`config.mk`:
```
export PLATFORM = sky130hd
export DESIGN_NAME = stream_comparator
export DESIGN_NICKNAME = d
export VERILOG_FILES = /design/src/rtl/stream_comparator.sv
export SDC_FILE = /design/constraint.sdc
export NUM_CORES = 1
export LEC_CHECK = 0
export BUFFER_PORTS_ARGS = -buffer_cell sky130_fd_sc_hd__buf_2
export CORE_ASPECT_RATIO = 1.75
export CORE_UTILIZATION = 58
export CTS_CLUSTER_DIAMETER = 120
export DETAILED_ROUTE_END_ITERATION = 10
export PLACE_DENSITY = 0.85
export SLEW_MARGIN = 10
export SYNTH_ARGS = -nofsm -noshare
export SYNTH_HDL_FRONTEND = slang
export SYNTH_SLANG_ARGS = --single-unit
```
`constraint.sdc`:
```
create_clock -name clk -period 7.86 [get_ports clk]
set_input_delay 0.393 -clock clk [delete_from_list [all_inputs] [get_ports clk]]
set_output_delay 0.393 -clock clk [all_outputs]
set_load 0.1 [all_outputs]
```
`src/rtl/stream_comparator.sv`:
```
// stream_comparator: two-stage pipelined multi-lane comparator with valid/ready
// handshaking, per-beat relation select, any/all flags and a saturating count
// of matching lanes.
// Optional feature macro: STREAM_COMPARATOR_SIGNED_EN enables two's-complement
// lane compares when signed_mode=1; without it every compare is unsigned.
module stream_comparator #(
    parameter int BITS  = 8,
    parameter int LANES = 4,
    parameter int CNT_W = 16
) (
    input  logic                  clk,
    input  logic                  rst,
    input  logic                  in_valid,
    output logic                  in_ready,
    input  logic [LANES*BITS-1:0] a,
    input  logic [LANES*BITS-1:0] b,
    input  logic [2:0]            op,
    input  logic                  signed_mode,
    input  logic                  clear,
    output logic                  out_valid,
    input  logic                  out_ready,
    output logic [LANES-1:0]      result,
    output logic                  any_match,
    output logic                  all_match,
    output logic [CNT_W-1:0]      match_cnt
);

    localparam int PW = $clog2(LANES + 1);
    localparam int SW = CNT_W + 1;

    typedef enum logic [2:0] {
        OP_EQ  = 3'd0,
        OP_NEQ = 3'd1,
        OP_LT  = 3'd2,
        OP_LTE = 3'd3,
        OP_GT  = 3'd4,
        OP_GTE = 3'd5
    } op_t;

    logic                  ready_en;
    logic                  s1_valid;
    logic [LANES*BITS-1:0] s1_a;
    logic [LANES*BITS-1:0] s1_b;
    logic [2:0]            s1_op;
    logic                  s1_signed;
    logic                  s1_load;
    logic                  s2_load;
    logic [LANES-1:0]      cmp;
    logic [BITS-1:0]       lane_a;
    logic [BITS-1:0]       lane_b;
    logic                  lane_eq;
    logic                  lane_lt;
    logic [PW-1:0]         pop;
    logic [SW-1:0]         cnt_sum;
    logic [CNT_W-1:0]      cnt_next;

    // Stage 2 advances when it is empty or its beat is leaving this cycle;
    // stage 1 can take a new beat when it is empty or draining into stage 2.
    assign s2_load  = s1_valid & (~out_valid | out_ready);
    assign in_ready = ready_en & ~rst & (~s1_valid | s2_load);
    assign s1_load  = in_valid & in_ready;

`ifdef STREAM_COMPARATOR_SIGNED_EN
    // Stage 1 capture of operands, op code and compare mode for each beat.
    always_ff @(posedge clk) begin
        if (rst) begin
            ready_en  <= 1'b0;
            s1_valid  <= 1'b0;
            s1_a      <= '0;
            s1_b      <= '0;
            s1_op     <= '0;
            s1_signed <= 1'b0;
        end else begin
            ready_en <= 1'b1;
            if (s1_load) begin
                s1_valid  <= 1'b1;
                s1_a      <= a;
                s1_b      <= b;
                s1_op     <= op;
                s1_signed <= signed_mode;
            end else if (s2_load) begin
                s1_valid <= 1'b0;
            end
        end
    end
`else
    logic unused_signed_mode;
    assign unused_signed_mode = signed_mode;
    assign s1_signed = 1'b0;

    // Stage 1 capture of operands and op code; mode input is ignored here.
    always_ff @(posedge clk) begin
        if (rst) begin
            ready_en <= 1'b0;
            s1_valid <= 1'b0;
            s1_a     <= '0;
            s1_b     <= '0;
            s1_op    <= '0;
        end else begin
            ready_en <= 1'b1;
            if (s1_load) begin
                s1_valid <= 1'b1;
                s1_a     <= a;
                s1_b     <= b;
                s1_op    <= op;
            end else if (s2_load) begin
                s1_valid <= 1'b0;
            end
        end
    end
`endif

    // Per-lane relation; a signed compare is an unsigned compare with both
    // sign bits inverted, and reserved op codes yield zero.
    always_comb begin
        cmp     = '0;
        lane_a  = '0;
        lane_b  = '0;
        lane_eq = 1'b0;
        lane_lt = 1'b0;
        for (int i = 0; i < LANES; i++) begin
            lane_a = s1_a[i*BITS +: BITS];
            lane_b = s1_b[i*BITS +: BITS];
            if (s1_signed) begin
                lane_a[BITS-1] = ~lane_a[BITS-1];
                lane_b[BITS-1] = ~lane_b[BITS-1];
            end
            lane_eq = (lane_a == lane_b);
            lane_lt = (lane_a < lane_b);
            case (s1_op)
                OP_EQ:   cmp[i] = lane_eq;
                OP_NEQ:  cmp[i] = ~lane_eq;
                OP_LT:   cmp[i] = lane_lt;
                OP_LTE:  cmp[i] = lane_lt | lane_eq;
                OP_GT:   cmp[i] = ~(lane_lt | lane_eq);
                OP_GTE:  cmp[i] = ~lane_lt;
                default: cmp[i] = 1'b0;
            endcase
        end
    end

    // Stage 2 holds the result until downstream accepts it.
    always_ff @(posedge clk) begin
        if (rst) begin
            out_valid <= 1'b0;
            result    <= '0;
            any_match <= 1'b0;
            all_match <= 1'b0;
        end else if (s2_load) begin
            out_valid <= 1'b1;
            result    <= cmp;
            any_match <= |cmp;
            all_match <= &cmp;
        end else if (out_ready) begin
            out_valid <= 1'b0;
        end
    end

    // Popcount of the presented result and the saturated next count.
    always_comb begin
        pop = '0;
        for (int i = 0; i < LANES; i++) begin
            pop = pop + PW'(result[i]);
        end
        cnt_sum = {1'b0, match_cnt} + SW'(pop);
        if (cnt_sum[CNT_W]) begin
            cnt_next = '1;
        end else begin
            cnt_next = cnt_sum[CNT_W-1:0];
        end
    end

    // Match counter: clear beats an output transfer in the same cycle.
    always_ff @(posedge clk) begin
        if (rst) begin
            match_cnt <= '0;
        end else if (clear) begin
            match_cnt <= '0;
        end else if (out_valid && out_ready) begin
            match_cnt <= cnt_next;
        end
    end

endmodule
```
# == After elaboration in Yosys (flattened, before gate mapping) ==
# Cells that the tools add are included.
# classes
n_bitwise,25
n_eq_ne,9
add_sub_neg,4
n_mux,10
n_lt_le_gt_ge,4
reduce_logical,7
# ops
cell,count
equality test 8 bit,4
< comparator 8 bit,4
one-hot mux 1 bit (6 select lines),4
adder 16 x 3 -> 17 bit,1
2-to-1 mux 16 bit,1
inverter 1 bit,15
equality test 3 x 2 -> 1 bit (second input constant),2
equality test 3 bit (second input constant),2
bitwise OR 1 bit,6
2-to-1 mux 1 bit,5
bitwise AND 1 bit,4
AND reduction 4 bit,1
nonzero test 2 bit,2
OR reduction 4 bit,1
adder 2 x 1 -> 3 bit,1
adder 3 x 1 -> 3 bit,1
equality test 3 x 1 -> 1 bit (second input constant),1
zero test 3 bit,1
adder 1 x 1 -> 2 bit,1
OR reduction 2 bit,1
logical AND 1 bit,1
# totals
elab_cells,69
output_inout_bits,24
input_bits,73
register_bits,92

# == Longest topological paths before layout ==
# Gate-level depths: netlist (run 1).
# logic_depth
ltp_word,7
depth_mapped,11
ltp_nobuf,11

# == Worst setup path before layout (run 1) ==
# No wires, ideal clock.
# synth_path
path_type,reg2reg
start,register result[0]
end,register match_cnt[12]
setup_slack_ps,4707
period_less_slack_ps,3153
required_ps,7731
stages_incl_launch_ff,12
setup_time_ps,129
path_buffers,0
arrival_time_ps,3024
cell_sequence,dfxtp_1 fa_1 inv_1 fa_1 inv_1 fa_1 nand3_1 nor3_1 and3_2 nand3_1 o21ai_0 nor2_1
# synth_via
elab_chain_cells,5
# synth_rtl
item,line_no,text
"start, declared",22,"output logic [LANES-1:0] result,"
"start signal, assigned",151,result <= cmp;
adder 1 x 1 -> 2 bit,163,pop = pop + PW'(result[i]);
adder 2 x 1 -> 3 bit,163,
adder 3 x 1 -> 3 bit,163,
adder 16 x 3 -> 17 bit,165,"cnt_sum = {1'b0, match_cnt} + SW'(pop);"
2-to-1 mux 16 bit,166,if (cnt_sum[CNT_W]) begin
"end signal, assigned",180,match_cnt <= cnt_next;
"end, declared",25,output logic [CNT_W-1:0] match_cnt
# Every way passes these cells.
# A chain may end at the register's enable or synchronous reset.

# == Worst setup path after layout (run 1) ==
# Same ends and word-level chain as after synthesis.

==> results.txt, run 1 <==
----------------------------------------------------
[Run status]
  Run status ... finished clean

[Clock network]
  Cell at the root of the clock tree ... clkbuf_16
  Clock Pin Slew Worst Setup and Hold Paths ... 0.06 ns
  Clk Latency, worst-skew pair ... 0.33 ns
  Quantity of hold-fixing buffers added after cts ... 0
  Count of instances resized after the clock tree is built ... 0
  Clock tree buffer depth ... 2
  Post-CTS repair timing setup buffer count ... 0
  Sink count of the clock tree ... 92
  H-Tree Level Count ... 3
  Num CTS Buffers ... 9
  TritonCTS clock tree ... built

[Floorplanning]
  Starting density of the core ... between 60% and 70%
  Vertical die dimension ... 116 um
  I/O pin total ... 97
  Horiz. Die Dim ... 67.4 um
  Num rows ... 41
  Die area ... 0.00785 mm^2
  Core area ... 0.00723 mm^2

[Route]
  DRC violations left ... 0
  Final WL ... 9380 um
  Number of vias per cell ... 5.58
  Vias ... 3,867
  Routed wire length per instance ... approximately 14 um
  Detailed Route Iter0 Violations ... between 200 and 300
  DRT Pass-1 Iters ... 4
  Antenna-violating nets left ... 0

[Hold path]
  Endpoint of the worst hold-timing path ... s1_a[4]$_SDFFE_PP0P_
  Hold path startpoint ... a[4]
  Number of stages on the worst hold path ... 3
  Class of the tightest hold or removal check ... in -> reg

[Timing]
  Setup repair after global routing missed its margin ... false
  Time the worst path needs with I/O delays and setup ... between 2 and 3 ns
  Total negative slack ... 0 ns
  Final hold viol count ... 0
  Worst clock skew ... 0.00504 ns
  Pin slew with the least headroom to its limit ... 0.801 ns
  Worst max-slew margin expressed relative to the limit ... 46.6%
  Number of failing setup endpoints in the final timing report ... 0
  Share of the cycle needed by the critical path after routing ... a little under two fifths
  Max Slew Vio Count ... 0
  Highest attainable clock frequency ... 0.343 GHz
  Final Worst Setup Slack ... 4.94 ns
  Worst hold slack ... about 0.24 ns

[Worst setup path]
  Critical Path Sink Type ... flip-flop
  Type of the setup path with the least slack ... reg -> reg
  Depth of the worst register-to-register path ... 11
  Worst-path cell with the longest stage delay ... fa_1
  Startpoint type of the worst setup path ... flip-flop
  CP required ... 8.07 ns
  Top fanout value on the critical path ... 7
  Startpoint of the lowest-slack register-to-register path ... result[0]$_SDFFE_PP0P_
  Most Frequent Cell on Critical Path ... fa_1
  CP Data Arrival Time ... approximately 3.1 ns
  Worst-case register-to-register setup slack ... 4.94 ns
  Critical path's largest stage delay ... 0.55 ns
  FF-to-FF End ... match_cnt[12]$_SDFFE_PP0P_
  Worst-path cell chain ... fa_1, inv_1, fa_1, inv_1, fa_1, nand3_1, nor3_1, and3_2, nand3_1, o21ai_0, nor2_1

[Logic synthesis]
  Net count of the mapped netlist ... 630
  Most numerous cell in the Yosys netlist ... nand2_1
  Count of state elements after synthesis ... 92
  Share of synthesized flip-flops with an asynchronous set or reset ... 0%
  Largest cells by area after synthesis ... dfxtp_1, nand2_1, ha_1
  Gate Count Post-Synth ... 521
  Post-synthesis cell type with the largest combined area ... dfxtp_1
  Post-synth top cells ... nand2_1, dfxtp_1, nand3_1
  Most common flop cell mapped by yosys ... dfxtp_1
  Post-Synthesis Mean Instance Area ... between 8 and 9 um^2
  Number of warnings issued by yosys ... 0
  Fraction of the yosys area taken by sequential cells ... 42.4%
  Post-Syn Area ... 0.00434 mm^2
  Count of flip-flops with a built-in enable after synthesis ... 0
  Library cells used by synthesis ... 42
  Portion of synthesized cell area occupied by the leading cell type ... 42.4%

[Placed design]
  Number of port buffers ... 95
  Routability cong. ... 0.891
  Final HPWL from detailed placement ... 6660 um
  Instance count after placement with tap cells included ... about 680
  Worst slack at placement ... between 4 and 5 ns

[Power and ir drop]
  Pwr Density ... 206 mW/mm^2
  Leakage component of the power ... 2.32 nW
  Worst supply voltage drop on vdd ... 0.223 mV

[Global route]
  Via count of the first global-routing pass ... 3,668
  Total global routing track utilization ... approximately a quarter
  Largest net degree at the start of global routing ... 77
  Antenna violations before repair ... 0
  Wire length of the first global-routing pass ... 15,400 um
  Overall overflow remaining after global route ... 0

[Flow run]
  Max-cap violation count ... 0

[Layout]
  Area added between synthesis and finish ... 17.6%
  Number of nets in the layout ... 712
  Post-route insts no fill ... 693
  ANT cells ... 0
  Number of fill cells ... about 550
  Share of final-layout standard cells stronger than drive strength 1 ... just over 20%

----------------------------------------------------
-- layout by cell type (no fill, tap or decap), types with 4 or more instances in the layout --
cell and instances:
nor2b_1 8, xnor2_1 4, dfxtp_1 92, xor2_1 6
o211ai_1 5, o31ai_1 36, o21ai_0 7, nor2_1 15
nand3_1 47, a21oi_1 24, buf_2 95, nand4_1 10
nand2_1 114, inv_1 40, ha_1 33, clkbuf_16 9
a211oi_1 8, nor3_1 9
-- critical path: cells and delay by family (launching register included) --
family	cells	cell delay, ns
buffers and inverters	2	0.16
adders and majority gates	3	1.12
and+or+nand+nor	5	1.11
DFF	1	0.34
AOI/OAI and AO/OA	1	0.08
-- stage by stage --
stage | cell area, um^2 | utilization, % | power (mW)
2_1_floorplan | 4340 | - | 0.616
3_3_place_gp | 4840 | 66.9 | 0.657
3_5_place_dp | 4840 | 66.9 | 0.662
4_1_cts | 5110 | 70.6 | 1.06
5_1_grt | 5110 | 70.6 | 1.09
6_report | 5110 | 70.6 | 1.05
-- power by group --
group / switching (mW) / internal, mW
Combinational: 0.0956 / 0.0602
Clock: 0.167 / 0.229
Sequential: 0.0106 / 0.488
Total: 0.273 / 0.777
-- worst max-delay path by stage --
stage / from / endpoint / slack (ns) / cells after the start
final: result[0]$_SDFFE_PP0P_ / match_cnt[12]$_SDFFE_PP0P_ / 4.94 / 11
after global routing: result[0]$_SDFFE_PP0P_ / match_cnt[12]$_SDFFE_PP0P_ / 4.74 / 11
after CTS: result[0]$_SDFFE_PP0P_ / match_cnt[12]$_SDFFE_PP0P_ / 4.96 / 11
after detailed placement: result[0]$_SDFFE_PP0P_ / match_cnt[12]$_SDFFE_PP0P_ / 4.98 / 11
after global placement: result[0]$_SDFFE_PP0P_ / match_cnt[12]$_SDFFE_PP0P_ / 5.06 / 11
after floorplan: result[0]$_SDFFE_PP0P_ / match_cnt[12]$_SDFFE_PP0P_ / 4.71 / 11
-- cell type report --
cell class	instances	area (um^2)	share of cell area (%)
multi-input cells	362	2240	43.9
clock inverters	2	10.0	0.196
repair buffers	98	498	9.75
inverters	40	150	2.94
well taps	86	108	2.11
clock buffers	13	260	5.10
flip-flops and latches	92	1840	36.1
-- cell families (layout without fill, tap and decap cells) --
group | count (synthesis) | after routing | synth area share [%]
multiplexers | 1 | 1 | 0.259
AO/OA/AOI/OAI | 95 | 95 | 15.0
buffers and inverters | 67 | 153 | 6.05
AND/OR/NAND/NOR | 220 | 220 | 23.4
XOR/XNOR | 10 | 10 | 2.02
adder cells (fa/ha/maj) | 36 | 36 | 10.9
flip-flops | 92 | 92 | 42.4
-- routing by layer --
layer	global-route usage, %	up-vias	share of wire (%)
met4	11.3	0	2.3
met3	4.88	20	4.2
li1	-	1961	-
met2	46.9	106	53
met1	27.4	1780	40
met5	0	-	0
-- flip-flops by register name (all words and copies together), names as in the netlist --
signal and cells:
any_match 1, s1_op 3, all_match 1, match_cnt 16
s1_a 32, ready_en 1, s1_valid 1, out_valid 1
result 4, s1_b 32
(Power assumes the default switching activity.)
==> inputs of run 2 (changes only) <==
- ABC_AREA: unset -> 1
- CORE_UTILIZATION: 58 -> 55
- PLACE_DENSITY: 0.85 -> 0.8
- clock period: 7.86 -> 2.73 ns (I/O delays scaled with it)
==> results.txt, run 2 <==
----------------------------------------------------
[Logic synthesis]
  Count of state elements after synthesis ... 92 (unchanged)
  Net count of the mapped netlist ... 733 (+16%)
  Number of warnings issued by yosys ... 0 (unchanged)
  Fraction of the yosys area taken by sequential cells ... 40.4% (-2.0 points)
  Post-synthesis share of cell area spent on full adders, half adders and majority gates ... 10.4% (-0.52 points)
  Portion of synthesized cell area occupied by the leading cell type ... 40.4% (-2.0 points)
  Most common flop cell mapped by yosys ... dfxtp_1
  Post-synthesis cell type with the largest combined area ... dfxtp_1
  Gate Count Post-Synth ... 624 (+20%)
  Simple-gate share of the synthesized area ... 24.8% (+1.4 points)
  Xor-xnor portion of the synthesized cell area ... 1.54% (-0.48 points)
  Most numerous cell in the Yosys netlist ... nand2_1
  Library cells used by synthesis ... 34 (-19%)
  Post-synth top cells ... nand2_1, dfxtp_1, inv_1
  Post-Syn Area ... 0.00456 mm^2 (+5.0%)
  Count of flip-flops with a built-in enable after synthesis ... 0 (unchanged)
  Largest cells by area after synthesis ... dfxtp_1, nand2_1, ha_1
  Main combinational cell family by area after synthesis ... simple AND/OR/NAND/NOR gates
  Multiplexer share of the synthesized area ... 0% (-0.26 points)
  Compound-Gate Fraction of Synth Area ... 13.7% (-1.3 points)
  Post-Synthesis Mean Instance Area ... 7.31 um^2 (-12%)
  Share of synthesized flip-flops with an asynchronous set or reset ... 0% (unchanged)

[Global route]
  Wire length of the first global-routing pass ... 17,300 um (+12%)
  Total global routing track utilization ... 24.9% (-0.65 points)
  Overall overflow remaining after global route ... 0 (unchanged)
  Via count of the first global-routing pass ... 4,232 (+15%)
  Antenna violations before repair ... 0 (unchanged)
  Largest net degree at the start of global routing ... 104 (+35%)

[Timing]
  Worst clock skew ... 0.00893 ns (+0.00389 ns)
  Pin slew with the least headroom to its limit ... 1.02 ns (+0.215 ns)
  Time the worst path needs with I/O delays and setup ... 2.65 ns (-0.270 ns)
  Worst max-slew margin expressed relative to the limit ... 32.2% (-14 points)
  Worst hold slack ... 0.0143 ns (-0.224 ns)
  Number of failing setup endpoints in the final timing report ... 0 (unchanged)
  Share of the cycle needed by the critical path after routing ... 97.0% (+60 points)
  Setup repair after global routing missed its margin ... true
  Total negative slack ... 0 ns (unchanged)
  Final Worst Setup Slack ... 0.0832 ns (-4.86 ns)
  Final hold viol count ... 0 (unchanged)
  Highest attainable clock frequency ... 0.378 GHz (+10%)
  Max Slew Vio Count ... 0 (unchanged)

[Clock network]
  Clk Latency, worst-skew pair ... 0.34 ns (about the same)
  Clock Pin Slew Worst Setup and Hold Paths ... 0.06 ns (about the same)
  Num CTS Buffers ... 9 (unchanged)
  H-Tree Level Count ... 3 (unchanged)
  TritonCTS clock tree ... built
  Clock tree buffer depth ... 2 (unchanged)
  Sink count of the clock tree ... 92 (unchanged)
  Cell at the root of the clock tree ... clkbuf_16

[Placed design]
  Final HPWL from detailed placement ... 7010 um (+5.4%)
  Worst slack at placement ... 0.0435 ns (-4.93 ns)
  Number of port buffers ... 95 (unchanged)
  Placed cell area ... 0.00507 mm^2 (+4.9%)
  Routability cong. ... 0.867 (-2.7%)

[Layout]
  Final design instance area without fill ... 0.00570 mm^2 (+12%)
  Share of final-layout standard cells stronger than drive strength 1 ... 19.4% (-1.1 points)
  Number of fill cells ... 669 (+21%)
  Area added between synthesis and finish ... 24.9%
  Commonest cells after routing, fill and taps aside ... nand2_1, buf_2, dfxtp_1
  Largest registers in the final layout ... s1_a x32, s1_b x32, match_cnt x16
  Number of nets in the layout ... 848 (+19%)
  ANT cells ... 0 (unchanged)
  Commonest non-fill, non-tap cell in the layout ... nand2_1

[Worst setup path]
  CP Data Arrival Time ... 2.90 ns (-0.23 ns)
  Worst-path cell chain ... fa_1, inv_1, fa_2, inv_2, fa_2, nand2_2, nor2_4, nand2_2, nor2_4, nand2_2, nor2_4, a21oi_2, a311oi_2
  Worst-case register-to-register setup slack ... 0.08 ns (-4.86 ns)
  Startpoint type of the worst setup path ... flip-flop
  Startpoint of the lowest-slack register-to-register path ... result[0]$_SDFFE_PP0P_
  CP required ... 2.98 ns (-5.09 ns)
  Worst-path cell with the longest stage delay ... fa_1
  Critical path's largest stage delay ... 0.53 ns (-0.02 ns)
  Critical Path Sink Type ... flip-flop
  Capture point of the critical path ... match_cnt[14]$_SDFFE_PP0P_
  Depth of the worst register-to-register path ... 13 (+2)
  FF-to-FF End ... match_cnt[14]$_SDFFE_PP0P_
  Timing startpoint of the critical path ... result[0]$_SDFFE_PP0P_
  Top fanout value on the critical path ... 3 (-4)
  Type of the setup path with the least slack ... reg -> reg

[Power and ir drop]
  Leakage component of the power ... 2.78 nW (+20%)
  Worst supply voltage drop on vdd ... 0.454 mV (+100%)
  Pwr Density ... 561 mW/mm^2 (+170%)

[Route]
  Number of vias per cell ... 5.22 (-6.5%)
  Antenna-violating nets left ... 0 (unchanged)
  Routed wire length per instance ... 12.3 um (-9.1%)
  DRT Pass-1 Iters ... 7 (+3)
  Detailed Route Iter0 Violations ... 205 (-30%)
  Final WL ... 10,300 um (+9.3%)
  DRC violations left ... 16 (+16)
  Vias ... 4,353 (+13%)

[Floorplanning]
  Horiz. Die Dim ... 70.8 um (+5.1%)
  Core area ... 0.00796 mm^2 (+10%)
  Vertical die dimension ... 122 um (+5.1%)
  Die area ... 0.00867 mm^2 (+10%)
  I/O pin total ... 97 (unchanged)
  Starting density of the core ... 57.3% (-2.8 points)
  Num rows ... 43 (+4.9%)

[Run status]
  Run status ... finished with violations
  Violated checks ... design-rule violations

[Flow run]
  Max-cap violation count ... 0 (unchanged)

[Hold path]
  Class of the tightest hold or removal check ... in -> reg

----------------------------------------------------
[run 2: changes by cell type in the layout (fill, tap and decap cells not counted), moves of 17 or more]
cell / previous run / this run
o21ai_0: 7 / 42
o31ai_1: 36 / 0
nand2_1: 114 / 154
nor2_1: 15 / 32
dlygate4sd3_1: 0 / 26
inv_1: 40 / 79
a21oi_1: 24 / 64
[run 2: cells by family after synthesis]
kind of cell             count (synthesis)
flip-flops                              92
XOR/XNOR                                 8
AND/OR/NAND/NOR                        263
AO/OA/AOI/OAI                          119
adder cells (fa/ha/maj)                 36
buffers and inverters                  106
[run 2: per-layer routing]
metal / part of all wire, % / vias up / GRT usage [%]
met5: 0 / - / 0
met4: 3.4 / 0 / 14.2
met3: 3.5 / 28 / 3.94
met2: 53 / 113 / 46.3
met1: 40 / 1973 / 26.3
li1: - / 2239 / -
[run 2: worst max-delay path: cells and delay by family, from the launching register on]
kind                     cells  cell delay, ns
AO/OA/AOI/OAI                2            0.30
adder cells (fa/ha/maj)      3            1.07
buffers and inverters        2            0.12
AND/OR/NAND/NOR              6            0.73
flip-flops                   1            0.35
[run 2: layout make-up]
type | count | area, um^2 | area share [%]
clock inverter | 5 | 52.6 | 0.923
tap | 90 | 113 | 1.98
clock buffer | 11 | 243 | 4.26
timing repair buffer | 127 | 781 | 13.7
sequential | 92 | 1860 | 32.6
multi-input combinational | 426 | 2340 | 41.1
inverter | 83 | 312 | 5.47
[run 2: worst min-delay path by stage]
stage               startpoint                      to  slack, ns  depth (start not counted)
global route             a[26]   s1_a[26]$_SDFFE_PP0P_       0.01                          3
detailed placement        b[0]    s1_b[0]$_SDFFE_PP0P_       0.33                          3
CTS                      a[26]   s1_a[26]$_SDFFE_PP0P_     0.0009                          3
global placement          a[5]    s1_a[5]$_SDFFE_PP0P_       0.33                          3
floorplan                  rst  result[2]$_SDFFE_PP0P_       0.20                          1
finish                   a[18]   s1_a[18]$_SDFFE_PP0P_       0.01                          3
[run 2: power breakdown]
part / internal (mW) / leakage, nW / switching (mW)
Sequential: 1.40 / 0.754 / 0.0281
Combinational: 0.204 / 1.88 / 0.333
Clock: 0.729 / 0.145 / 0.497
Total: 2.33 / 2.78 / 0.858
[run 2: timing repair]
action / 4_1_cts / 5_1_grt
gates resized for setup: 0 / 11
setup buffers: 0 / 4
hold buffers: 26 / 0
endpoints found under the setup margin: 0 / 12
hold endpoints to repair: 26 / 0
[run 2: stage by stage]
stage / utilization (%) / cells / total power, mW
floorplan: - / 624 / 1.82
global placement: 63.7 / 788 / 1.94
detailed placement: 63.7 / 788 / 1.96
CTS: 70.7 / 830 / 3.22
global route: 71.5 / 834 / 3.36
finish: 71.5 / 834 / 3.19
